<file path="config.mk">
export PLATFORM = sky130hd
export DESIGN_NAME = fp_addsub_seq
export DESIGN_NICKNAME = d
export VERILOG_FILES = /design/src/rtl/fp_addsub_seq.sv
export SDC_FILE = /design/constraint.sdc
export NUM_CORES = 1
export LEC_CHECK = 0
export CAP_MARGIN = 15
export CORE_ASPECT_RATIO = 0.8
export CORE_MARGIN = 5
export CORE_UTILIZATION = 54
export CTS_CLUSTER_SIZE = 20
export DETAILED_ROUTE_END_ITERATION = 8
export PLACE_DENSITY = 0.86
export SLEW_MARGIN = 20
export SYNTH_ARGS = -nofsm -noshare
export SYNTH_HDL_FRONTEND = slang
export SYNTH_SLANG_ARGS = --single-unit
</file>
<file path="constraint.sdc">
create_clock -name clk -period 4.61 [get_ports clk]
set_input_delay 0.922 -clock clk [delete_from_list [all_inputs] [get_ports clk]]
set_output_delay 0.922 -clock clk [all_outputs]
set_load 0.02 [all_outputs]
</file>
<file path="src/rtl/fp_addsub_seq.sv">
// Iterative IEEE-754 binary32 add/subtract unit with valid/ready handshakes.
// Ports:
//   clk, reset            rising-edge clock, synchronous active-high reset
//   in_valid / in_ready   operand handshake (in_ready high only while idle)
//   sign*/exp*/sig*       unpacked operands; opcode 0 = add, 1 = subtract
//   out_valid / out_ready result handshake; result held until taken
//   fp_out, err_o         packed result and error code (0 none, 1 ovf, 2 unf, 3 invalid)
module fp_addsub_seq (
    input  logic        clk,
    input  logic        reset,
    input  logic        in_valid,
    output logic        in_ready,
    input  logic        sign1,
    input  logic        sign2,
    input  logic [7:0]  exp1,
    input  logic [7:0]  exp2,
    input  logic [22:0] sig1,
    input  logic [22:0] sig2,
    input  logic        opcode,
    output logic        out_valid,
    input  logic        out_ready,
    output logic [31:0] fp_out,
    output logic [2:0]  err_o
);
    localparam int unsigned EXP_W  = 8;
    localparam int unsigned FRAC_W = 23;
    localparam int unsigned MAN_W  = FRAC_W + 4;   // hidden + fraction + G/R/S
    localparam int unsigned EXPR_W = EXP_W + 2;    // headroom for carry/round increments

    localparam logic [2:0]  ERR_NONE     = 3'd0;
    localparam logic [2:0]  ERR_OVERFLOW = 3'd1;
    localparam logic [2:0]  ERR_UNDERFLOW = 3'd2;
    localparam logic [2:0]  ERR_INVALID  = 3'd3;
    localparam logic [31:0] QNAN         = 32'h7FC0_0000;

    typedef enum logic [2:0] {
        S_IDLE, S_SPECIAL, S_ALIGN, S_ADD, S_NORM, S_ROUND, S_DONE
    } state_t;

    state_t              state_q, state_d;
    logic                a_sign_q, a_sign_d, b_sign_q, b_sign_d;
    logic [EXP_W-1:0]    a_exp_q, a_exp_d, b_exp_q, b_exp_d;
    logic [FRAC_W-1:0]   a_frac_q, a_frac_d, b_frac_q, b_frac_d;
    logic                res_sign_q, res_sign_d, sml_sign_q, sml_sign_d;
    logic [EXPR_W-1:0]   exp_q, exp_d;
    logic [EXP_W-1:0]    diff_q, diff_d;
    logic [MAN_W-1:0]    man_l_q, man_l_d, man_s_q, man_s_d;
    logic                in_ready_d, out_valid_d;
    logic [31:0]         fp_out_d;
    logic [2:0]          err_d;

    // Operand classification and ordering (used in SPECIAL)
    logic                a_nan, a_inf, b_nan, b_inf, a_ge_b;
    logic [EXP_W-1:0]    a_eexp, b_eexp, sep_diff;
    logic [MAN_W-1:0]    a_man, b_man;

    assign a_nan  = (a_exp_q == 8'hFF) && (a_frac_q != '0);
    assign a_inf  = (a_exp_q == 8'hFF) && (a_frac_q == '0);
    assign b_nan  = (b_exp_q == 8'hFF) && (b_frac_q != '0);
    assign b_inf  = (b_exp_q == 8'hFF) && (b_frac_q == '0);
    // Denormals use effective exponent 1 with a zero hidden bit
    assign a_eexp = (a_exp_q == '0) ? 8'd1 : a_exp_q;
    assign b_eexp = (b_exp_q == '0) ? 8'd1 : b_exp_q;
    assign a_man  = {a_exp_q != '0, a_frac_q, 3'b000};
    assign b_man  = {b_exp_q != '0, b_frac_q, 3'b000};
    assign a_ge_b = {a_eexp, a_man} >= {b_eexp, b_man};
    assign sep_diff = a_ge_b ? (a_eexp - b_eexp) : (b_eexp - a_eexp);

    // Magnitude add/subtract; larger minus smaller never goes negative
    logic              eff_sub;
    logic [MAN_W:0]    add_sum;
    assign eff_sub = res_sign_q ^ sml_sign_q;
    assign add_sum = eff_sub ? ({1'b0, man_l_q} - {1'b0, man_s_q})
                             : ({1'b0, man_l_q} + {1'b0, man_s_q});

    // Round to nearest even on G/R/S; rnd[24] is mantissa overflow, rnd[23] the hidden bit
    logic              round_up;
    logic [24:0]       rnd;
    logic [EXPR_W-1:0] rnd_exp;
    logic [FRAC_W-1:0] rnd_frac;
    assign round_up = man_l_q[2] & (man_l_q[1] | man_l_q[0] | man_l_q[3]);
    assign rnd      = {1'b0, man_l_q[MAN_W-1:3]} + 25'(round_up);
    assign rnd_exp  = rnd[24] ? (exp_q + 10'd1) : (rnd[23] ? exp_q : '0);
    assign rnd_frac = rnd[24] ? rnd[23:1] : rnd[22:0];

    // Next-state and datapath next values
    always_comb begin
        state_d     = state_q;
        a_sign_d    = a_sign_q;
        b_sign_d    = b_sign_q;
        a_exp_d     = a_exp_q;
        b_exp_d     = b_exp_q;
        a_frac_d    = a_frac_q;
        b_frac_d    = b_frac_q;
        res_sign_d  = res_sign_q;
        sml_sign_d  = sml_sign_q;
        exp_d       = exp_q;
        diff_d      = diff_q;
        man_l_d     = man_l_q;
        man_s_d     = man_s_q;
        in_ready_d  = in_ready;
        out_valid_d = out_valid;
        fp_out_d    = fp_out;
        err_d       = err_o;
        case (state_q)
            S_IDLE: begin
                if (in_valid) begin
                    a_sign_d   = sign1;
                    b_sign_d   = sign2 ^ opcode;
                    a_exp_d    = exp1;
                    b_exp_d    = exp2;
                    a_frac_d   = sig1;
                    b_frac_d   = sig2;
                    in_ready_d = 1'b0;
                    state_d    = S_SPECIAL;
                end
            end
            S_SPECIAL: begin
                if (a_nan || b_nan || (a_inf && b_inf && (a_sign_q != b_sign_q))) begin
                    fp_out_d    = QNAN;
                    err_d       = ERR_INVALID;
                    out_valid_d = 1'b1;
                    state_d     = S_DONE;
                end else if (a_inf || b_inf) begin
                    fp_out_d    = {a_inf ? a_sign_q : b_sign_q, 8'hFF, 23'd0};
                    err_d       = ERR_NONE;
                    out_valid_d = 1'b1;
                    state_d     = S_DONE;
                end else begin
                    res_sign_d = a_ge_b ? a_sign_q : b_sign_q;
                    sml_sign_d = a_ge_b ? b_sign_q : a_sign_q;
                    exp_d      = EXPR_W'(a_ge_b ? a_eexp : b_eexp);
                    man_l_d    = a_ge_b ? a_man : b_man;
                    man_s_d    = a_ge_b ? b_man : a_man;
                    diff_d     = sep_diff;
                    state_d    = (sep_diff == '0) ? S_ADD : S_ALIGN;
                end
            end
            S_ALIGN: begin
                if (diff_q >= 8'd27) begin
                    // Every bit falls below the round position: keep only sticky
                    man_s_d = {26'd0, |man_s_q};
                    diff_d  = '0;
                    state_d = S_ADD;
                end else begin
                    man_s_d = {1'b0, man_s_q[MAN_W-1:2], man_s_q[1] | man_s_q[0]};
                    diff_d  = diff_q - 8'd1;
                    if (diff_q == 8'd1) state_d = S_ADD;
                end
            end
            S_ADD: begin
                if (add_sum == '0) begin
                    // Exact cancellation gives +0; only (-0)+(-0) keeps the minus sign
                    res_sign_d = eff_sub ? 1'b0 : res_sign_q;
                    man_l_d    = '0;
                    state_d    = S_ROUND;
                end else begin
                    if (add_sum[MAN_W]) begin
                        man_l_d = {add_sum[MAN_W:2], add_sum[1] | add_sum[0]};
                        exp_d   = exp_q + 10'd1;
                    end else begin
                        man_l_d = add_sum[MAN_W-1:0];
                    end
                    state_d = S_NORM;
                end
            end
            S_NORM: begin
                if (!man_l_q[MAN_W-1] && (exp_q > 10'd1)) begin
                    man_l_d = {man_l_q[MAN_W-2:0], 1'b0};
                    exp_d   = exp_q - 10'd1;
                end else begin
                    state_d = S_ROUND;
                end
            end
            S_ROUND: begin
                if (rnd_exp >= 10'd255) begin
                    fp_out_d = {res_sign_q, 8'hFF, 23'd0};
                    err_d    = ERR_OVERFLOW;
                end else begin
                    fp_out_d = {res_sign_q, rnd_exp[EXP_W-1:0], rnd_frac};
                    err_d    = ((rnd_exp == '0) && (rnd_frac != '0)) ? ERR_UNDERFLOW : ERR_NONE;
                end
                out_valid_d = 1'b1;
                state_d     = S_DONE;
            end
            S_DONE: begin
                if (out_ready) begin
                    out_valid_d = 1'b0;
                    in_ready_d  = 1'b1;
                    state_d     = S_IDLE;
                end
            end
            default: state_d = S_IDLE;
        endcase
    end

    // State, datapath and registered outputs
    always_ff @(posedge clk) begin
        if (reset) begin
            state_q    <= S_IDLE;
            a_sign_q   <= 1'b0;
            b_sign_q   <= 1'b0;
            a_exp_q    <= '0;
            b_exp_q    <= '0;
            a_frac_q   <= '0;
            b_frac_q   <= '0;
            res_sign_q <= 1'b0;
            sml_sign_q <= 1'b0;
            exp_q      <= '0;
            diff_q     <= '0;
            man_l_q    <= '0;
            man_s_q    <= '0;
            in_ready   <= 1'b1;
            out_valid  <= 1'b0;
            fp_out     <= '0;
            err_o      <= ERR_NONE;
        end else begin
            state_q    <= state_d;
            a_sign_q   <= a_sign_d;
            b_sign_q   <= b_sign_d;
            a_exp_q    <= a_exp_d;
            b_exp_q    <= b_exp_d;
            a_frac_q   <= a_frac_d;
            b_frac_q   <= b_frac_d;
            res_sign_q <= res_sign_d;
            sml_sign_q <= sml_sign_d;
            exp_q      <= exp_d;
            diff_q     <= diff_d;
            man_l_q    <= man_l_d;
            man_s_q    <= man_s_d;
            in_ready   <= in_ready_d;
            out_valid  <= out_valid_d;
            fp_out     <= fp_out_d;
            err_o      <= err_d;
        end
    end
endmodule

</file>
**After elaboration in Yosys (flattened, before gate mapping)**

Index checks and enable logic that the tools add are counted.

- Add/subtract/negate cells: 8
- Magnitude comparators: 4
- Equality and inequality tests: 22
- Muxes and demuxes: 64
- Bitwise operators: 9
- Reduce and logical (&&, ||, !) cells: 42

Operators by type and width:

| operator | number |
|---|---|
| 27-bit two-way mux | 9 |
| 27-bit case mux with 3 select lines | 1 |
| 10-bit two-way mux | 7 |
| 23-bit nonzero test | 3 |
| 32-bit two-way mux | 2 |
| 32-bit case mux with 2 select lines | 1 |
| 8-bit two-way mux | 7 |
| 27-bit case mux with 2 select lines | 1 |
| 23-bit zero test | 2 |
| 35-bit >= comparator | 1 |
| 31-bit two-way mux | 1 |
| 10-bit case mux with 3 select lines | 1 |
| 27-bit by 27-bit adder with 28-bit output | 1 |
| 28-bit zero test | 1 |
| 28-bit two-way mux | 1 |
| 27-bit by 27-bit subtractor with 28-bit output | 1 |
| 3-bit two-way mux | 9 |
| 27-bit OR reduction | 1 |
| 26-bit two-way mux | 1 |
| 24-bit by 1-bit adder with 25-bit output | 1 |
| 8-bit zero test | 3 |
| 23-bit two-way mux | 1 |
| 3-bit case mux with 7 select lines | 1 |
| 2-bit inequality test (second input constant) | 10 |
| 37 further kinds | 82 |

- Flip-flop bits (word level): 178
- Output and inout bits: 37
- Logic and storage cells: 166

**Logic depth before layout (Yosys ltp)**

- Depth in word-level cells: 11
- Mapped depth: 20

**Worst setup path after synthesis**

No wires, ideal clock.

- Kind: register to register
- From: register man_s_q[7]
- To: register man_l_q[12]
- Arrival: 4487 ps
- Data required time: 4472 ps
- Setup slack: -14 ps
- Cell stages (with the launch flop): 18
- Period minus slack after synthesis: 4624 ps
- Cell sequence: dfxtp_1 > or4_1 > nor4_1 > nand3_1 > or2_2 > o41ai_1 > xor2_1 > ha_1 > a211oi_1 > o21ai_0 > a31o_2 > a22oi_1 > nand3_1 > nand3_1 > buf_2 > mux2_2 > a221oi_1 > a211oi_1

- Cells in the longest elaborated chain, start to end: 5

Ends and longest elaborated chain:

| item | line | RTL |
|---|---|---|
| from (decl) | 47 | `logic [MAN_W-1:0] man_l_q, man_l_d, man_s_q, man_s_d;` |
| from (signal assigned) | 230 | `man_s_q <= man_s_d;` |
| 27-bit by 27-bit adder with 28-bit output or 27-bit by 27-bit subtractor with 28-bit output (tied branches) | 74, 73 |  |
| 28-bit two-way mux * | 73 | `assign add_sum = eff_sub ? ({1'b0, man_l_q} - {1'b0, man_s_q})` |
| 28-bit zero test or 27-bit two-way mux (tied branches) | 152, 158 |  |
| 27-bit two-way mux * | 152 | `if (add_sum == '0) begin` |
| 27-bit case mux with 3 select lines * | 105 | `case (state_q)` |
| to (signal assigned) | 229 | `man_l_q <= man_l_d;` |
| to (decl) | 47 |  |

Every way passes the cells marked *; elsewhere a longest branch is shown, timed or not.
A chain may end at the register's enable or synchronous reset.

**Worst setup path in the final report**

- From: register man_s_q[5]
- To: register res_sign_q

- Cells in the longest elaborated chain, start to end: 5

Ends and longest elaborated chain:

| item | line | RTL |
|---|---|---|
| 27-bit by 27-bit adder with 28-bit output or 27-bit by 27-bit subtractor with 28-bit output (tied branches) | 74, 73 |  |
| 28-bit two-way mux * | 73 |  |
| 28-bit zero test * | 152 |  |
| 2-bit inequality test (no line) * | - |  |
| 5-bit AND reduction (no line) * | - |  |
| to (signal assigned) | 225 | `res_sign_q <= res_sign_d;` |
| to (decl) | 44 | `logic res_sign_q, res_sign_d, sml_sign_q, sml_sign_d;` |

Marks and branches as above.

==> impl_metrics.env <==
export IMPL_cts_path_max_buffers=2
export IMPL_gp_congestion=1.00
export IMPL_synth_most_common_cell="nand2_1"
export IMPL_cts_tree="yes"
export IMPL_synth_xor_area_share_pct=4.37
export IMPL_yosys_area_top_type_share_pct=26.0
export IMPL_status="completed"
export IMPL_skew_ns=0.0180
export IMPL_fp_dieW_um=188
export IMPL_max_freq_mhz=218
export IMPL_grt_pass1_vias=13600
export IMPL_finalSetupViolCount=0
export IMPL_cts_max_level=4
export IMPL_drt_total_wl_um=45300
export IMPL_drc=0
export IMPL_dp_hpwl_um=34000
export IMPL_gr_total_overflow=0
export IMPL_synth_adder_area_share_pct=7.33
export IMPL_path_depth=18
export IMPL_clock_sink_count=177
export IMPL_cts_root_buf="clkbuf_16"
export IMPL_core_area_sq_um=25100
export IMPL_drive_gt1_share_pct=12.3
export IMPL_synth_simple_area_share_pct=24.4
export IMPL_drt_initial_drc_count=2047
export IMPL_post_synth_top_area_cell="dfxtp_1"
export IMPL_rows=52
export IMPL_grt_antenna_before_repair=0
export IMPL_setup_ws_ns=0.0204
export IMPL_hp_class="reg -> reg"
export IMPL_clk_latency_ns=0.45
export IMPL_top_layer_used="met4"
export IMPL_synth_cells=1851
export IMPL_worstPathRequired_ns=4.89
export IMPL_crit_type="reg -> reg"
export IMPL_fin_nets=2092
export IMPL_route_met2_wl_um=19000
export IMPL_async_flop_share_pct=0
export IMPL_ys_flop_type="dfxtp_1"
export IMPL_critPathMaxStageDelay_ns=0.56
export IMPL_antenna_cells=0
export IMPL_crit_path_end="res_sign_q$_SDFFE_PP0P_"
export IMPL_finalCritPeriodShare_pct=99.6
export IMPL_grt_max_degree=82
export IMPL_synth_edff_count=0
export IMPL_pre_cts_slack_ns=-0.143
export IMPL_cp_top_family="simple AND/OR/NAND/NOR gates"
export IMPL_synth_warnings=0
export IMPL_grt_pass1_wl_um=71600
export IMPL_grt_usage_pct=29.9
export IMPL_worstReg2RegStart="man_s_q[5]$_SDFFE_PP0P_"
export IMPL_syn_area_sq_um=13600
export IMPL_synth_common_cells="263 x nand2_1, 194 x a21oi_1, 177 x dfxtp_1"
export IMPL_syn_avg_cell_area_sq_um=7.36
export IMPL_ios=106
export IMPL_crit_path_top_delay_cell="or4_4"
export IMPL_hold_viol=0
export IMPL_tightest_slew_ns=1.01
export IMPL_rrSetupSlack_ns=0.02
export IMPL_r2r_end="res_sign_q$_SDFFE_PP0P_"
export IMPL_yosysSeqAreaShare_pct=26.0
export IMPL_synth_area_leaders="dfxtp_1 26%, nand2_1 7.2%, a21oi_1 7.1%"
export IMPL_cp_end_kind="register"
export IMPL_arrival_ns=4.87
export IMPL_start_util_pct=54.3
export IMPL_drv_cap=0
export IMPL_cp_num_buf_inv=5
export IMPL_final_min_clock_period_ns=4.59
export IMPL_drt_pass1_iter_count=6
export IMPL_cp_start_kind="register"
export IMPL_finalMaxSlewViolations=0
export IMPL_hold_buffers=0
export IMPL_synthMuxAreaShare_pct=6.10
export IMPL_routedWlPerCell_um=19.8
export IMPL_dr_total_vias=14900
export IMPL_numPortBuffers=104
export IMPL_cpMostUsedCell="buf_4"
export IMPL_syn_to_final_growth_pct=19.0
export IMPL_detail_route_antenna_nets=0
export IMPL_ys_types=89
export IMPL_maxSlewHeadroom_pct=32.4
export IMPL_cts_buffers_inserted=17
export IMPL_critPathMaxFanout=6
export IMPL_fin_setup_tns_ns=0
export IMPL_dieArea_sq_um=28500
export IMPL_clk_pin_slew_ns=0.07
export IMPL_syn_nets=1998
export IMPL_m1WireLength_um=19600
export IMPL_synth_top_family_by_area="compound AO/OA/AOI/OAI gates"
export IMPL_ff2ff_path_depth=18
export IMPL_die_height_um=152
export IMPL_synth_compound_area_share_pct=25.7
export IMPL_crit_path_cell_trace="or4_4 -> buf_4 -> o31ai_4 -> xor2_2 -> ha_1 -> buf_4 -> buf_4 -> nand2_1 -> o21a_1 -> o21bai_1 -> or2_2 -> o311ai_1 -> buf_4 -> nor4bb_2 -> nand4_1 -> buf_4 -> o31ai_4 -> a21oi_2"
export IMPL_ys_seq_elements=177
export IMPL_wl_met3_um=5690
export IMPL_vias_per_cell=6.52
export IMPL_setup_worst_path_start="man_s_q[5]$_SDFFE_PP0P_"
-- layer usage --
layer	GRT usage, %	vias to the layer above
met5	0	-
met2	44.4	971
li1	-	6920
met4	7.02	0
met1	44.1	6884
met3	6.83	110
-- worst min-delay path by stage --
stage	start	to	slack (ns)	cells past startpoint
after floorplan	man_l_q[0]$_SDFFE_PP0P_	man_l_q[0]$_SDFFE_PP0P_	0.46	2
after global placement	in_ready$_SDFFE_PP1P_	in_ready$_SDFFE_PP1P_	0.43	2
after detailed placement	in_ready$_SDFFE_PP1P_	in_ready$_SDFFE_PP1P_	0.44	2
after CTS	in_ready$_SDFFE_PP1P_	in_ready$_SDFFE_PP1P_	0.45	2
after global routing	fp_out[13]$_SDFFE_PP0P_	fp_out[13]$_SDFFE_PP0P_	0.48	2
final	in_ready$_SDFFE_PP1P_	in_ready$_SDFFE_PP1P_	0.45	2
-- cell type report --
| cell class | count | area (sq um) |
|---|---|---|
| multi-input combinational | 1472 | 9570 |
| fill | 2128 | 8890 |
| sequential | 177 | 3540 |
| timing repair buffer | 208 | 1870 |
| clock buffer | 18 | 429 |
| tap | 324 | 405 |
| inverter | 69 | 259 |
| clock inverter | 14 | 140 |
-- tightest hold or removal path: stages, from the launching register on --
cell	delay, ns
dfxtp_1	0.32
nand2_1	0.05
nand2_1	0.04
-- flip-flops by register name, summed over array words and instances (netlist names), 2 cells and up --
register / count
man_s_q: 27
exp_q: 10
a_exp_q: 8
err_o: 2
a_frac_q: 23
state_q: 3
fp_out: 32
b_frac_q: 23
diff_q: 8
man_l_q: 27
b_exp_q: 8
-- repair_timing --
item | 4_1_cts | 5_1_grt
resized for setup | 14 | 44
gates cloned | 0 | 0
pin swaps | 10 | 28
setup buffers | 1 | 7
endpoints found under the setup margin | 25 | 38
-- stage by stage --
step | utilization, % | instance area, sq um | cells | hold slack [ns]
CTS | 63.5 | 16000 | 2275 | 0.453
global route | 64.6 | 16200 | 2282 | 0.481
floorplan | - | 13600 | 1851 | 0.458
detailed placement | 61.0 | 15300 | 2242 | 0.440
global placement | 61.0 | 15300 | 2242 | 0.434
finish | 64.6 | 16200 | 2282 | 0.454
-- cell usage in the layout, fill, tap and decap left out, drive strengths merged, types with 34 or more instances in the layout --
cell | synthesis | layout
nor3 | 68 | 68
nand3 | 46 | 46
nand2 | 263 | 263
a211oi | 38 | 38
buf | 22 | 105
a21oi | 194 | 194
ha | 75 | 75
nor2 | 149 | 149
o21ai | 102 | 102
mux2i | 64 | 64
clkdlybuf4s50 | 0 | 103
nor4 | 34 | 34
dfxtp | 177 | 177
xnor2 | 41 | 41
inv | 68 | 75
-- logic make-up after synthesis --
family / after synthesis
buffers and inverters: 202
other: 1
xor gates and xnor gates: 68
AOI/OAI and AO/OA: 543
and+or+nand+nor: 701
DFF: 177
adders and majority gates: 78
muxes: 81
Power is not shown: default switching activity piles up to over one toggle a cycle in this logic, so the estimate is an artifact.
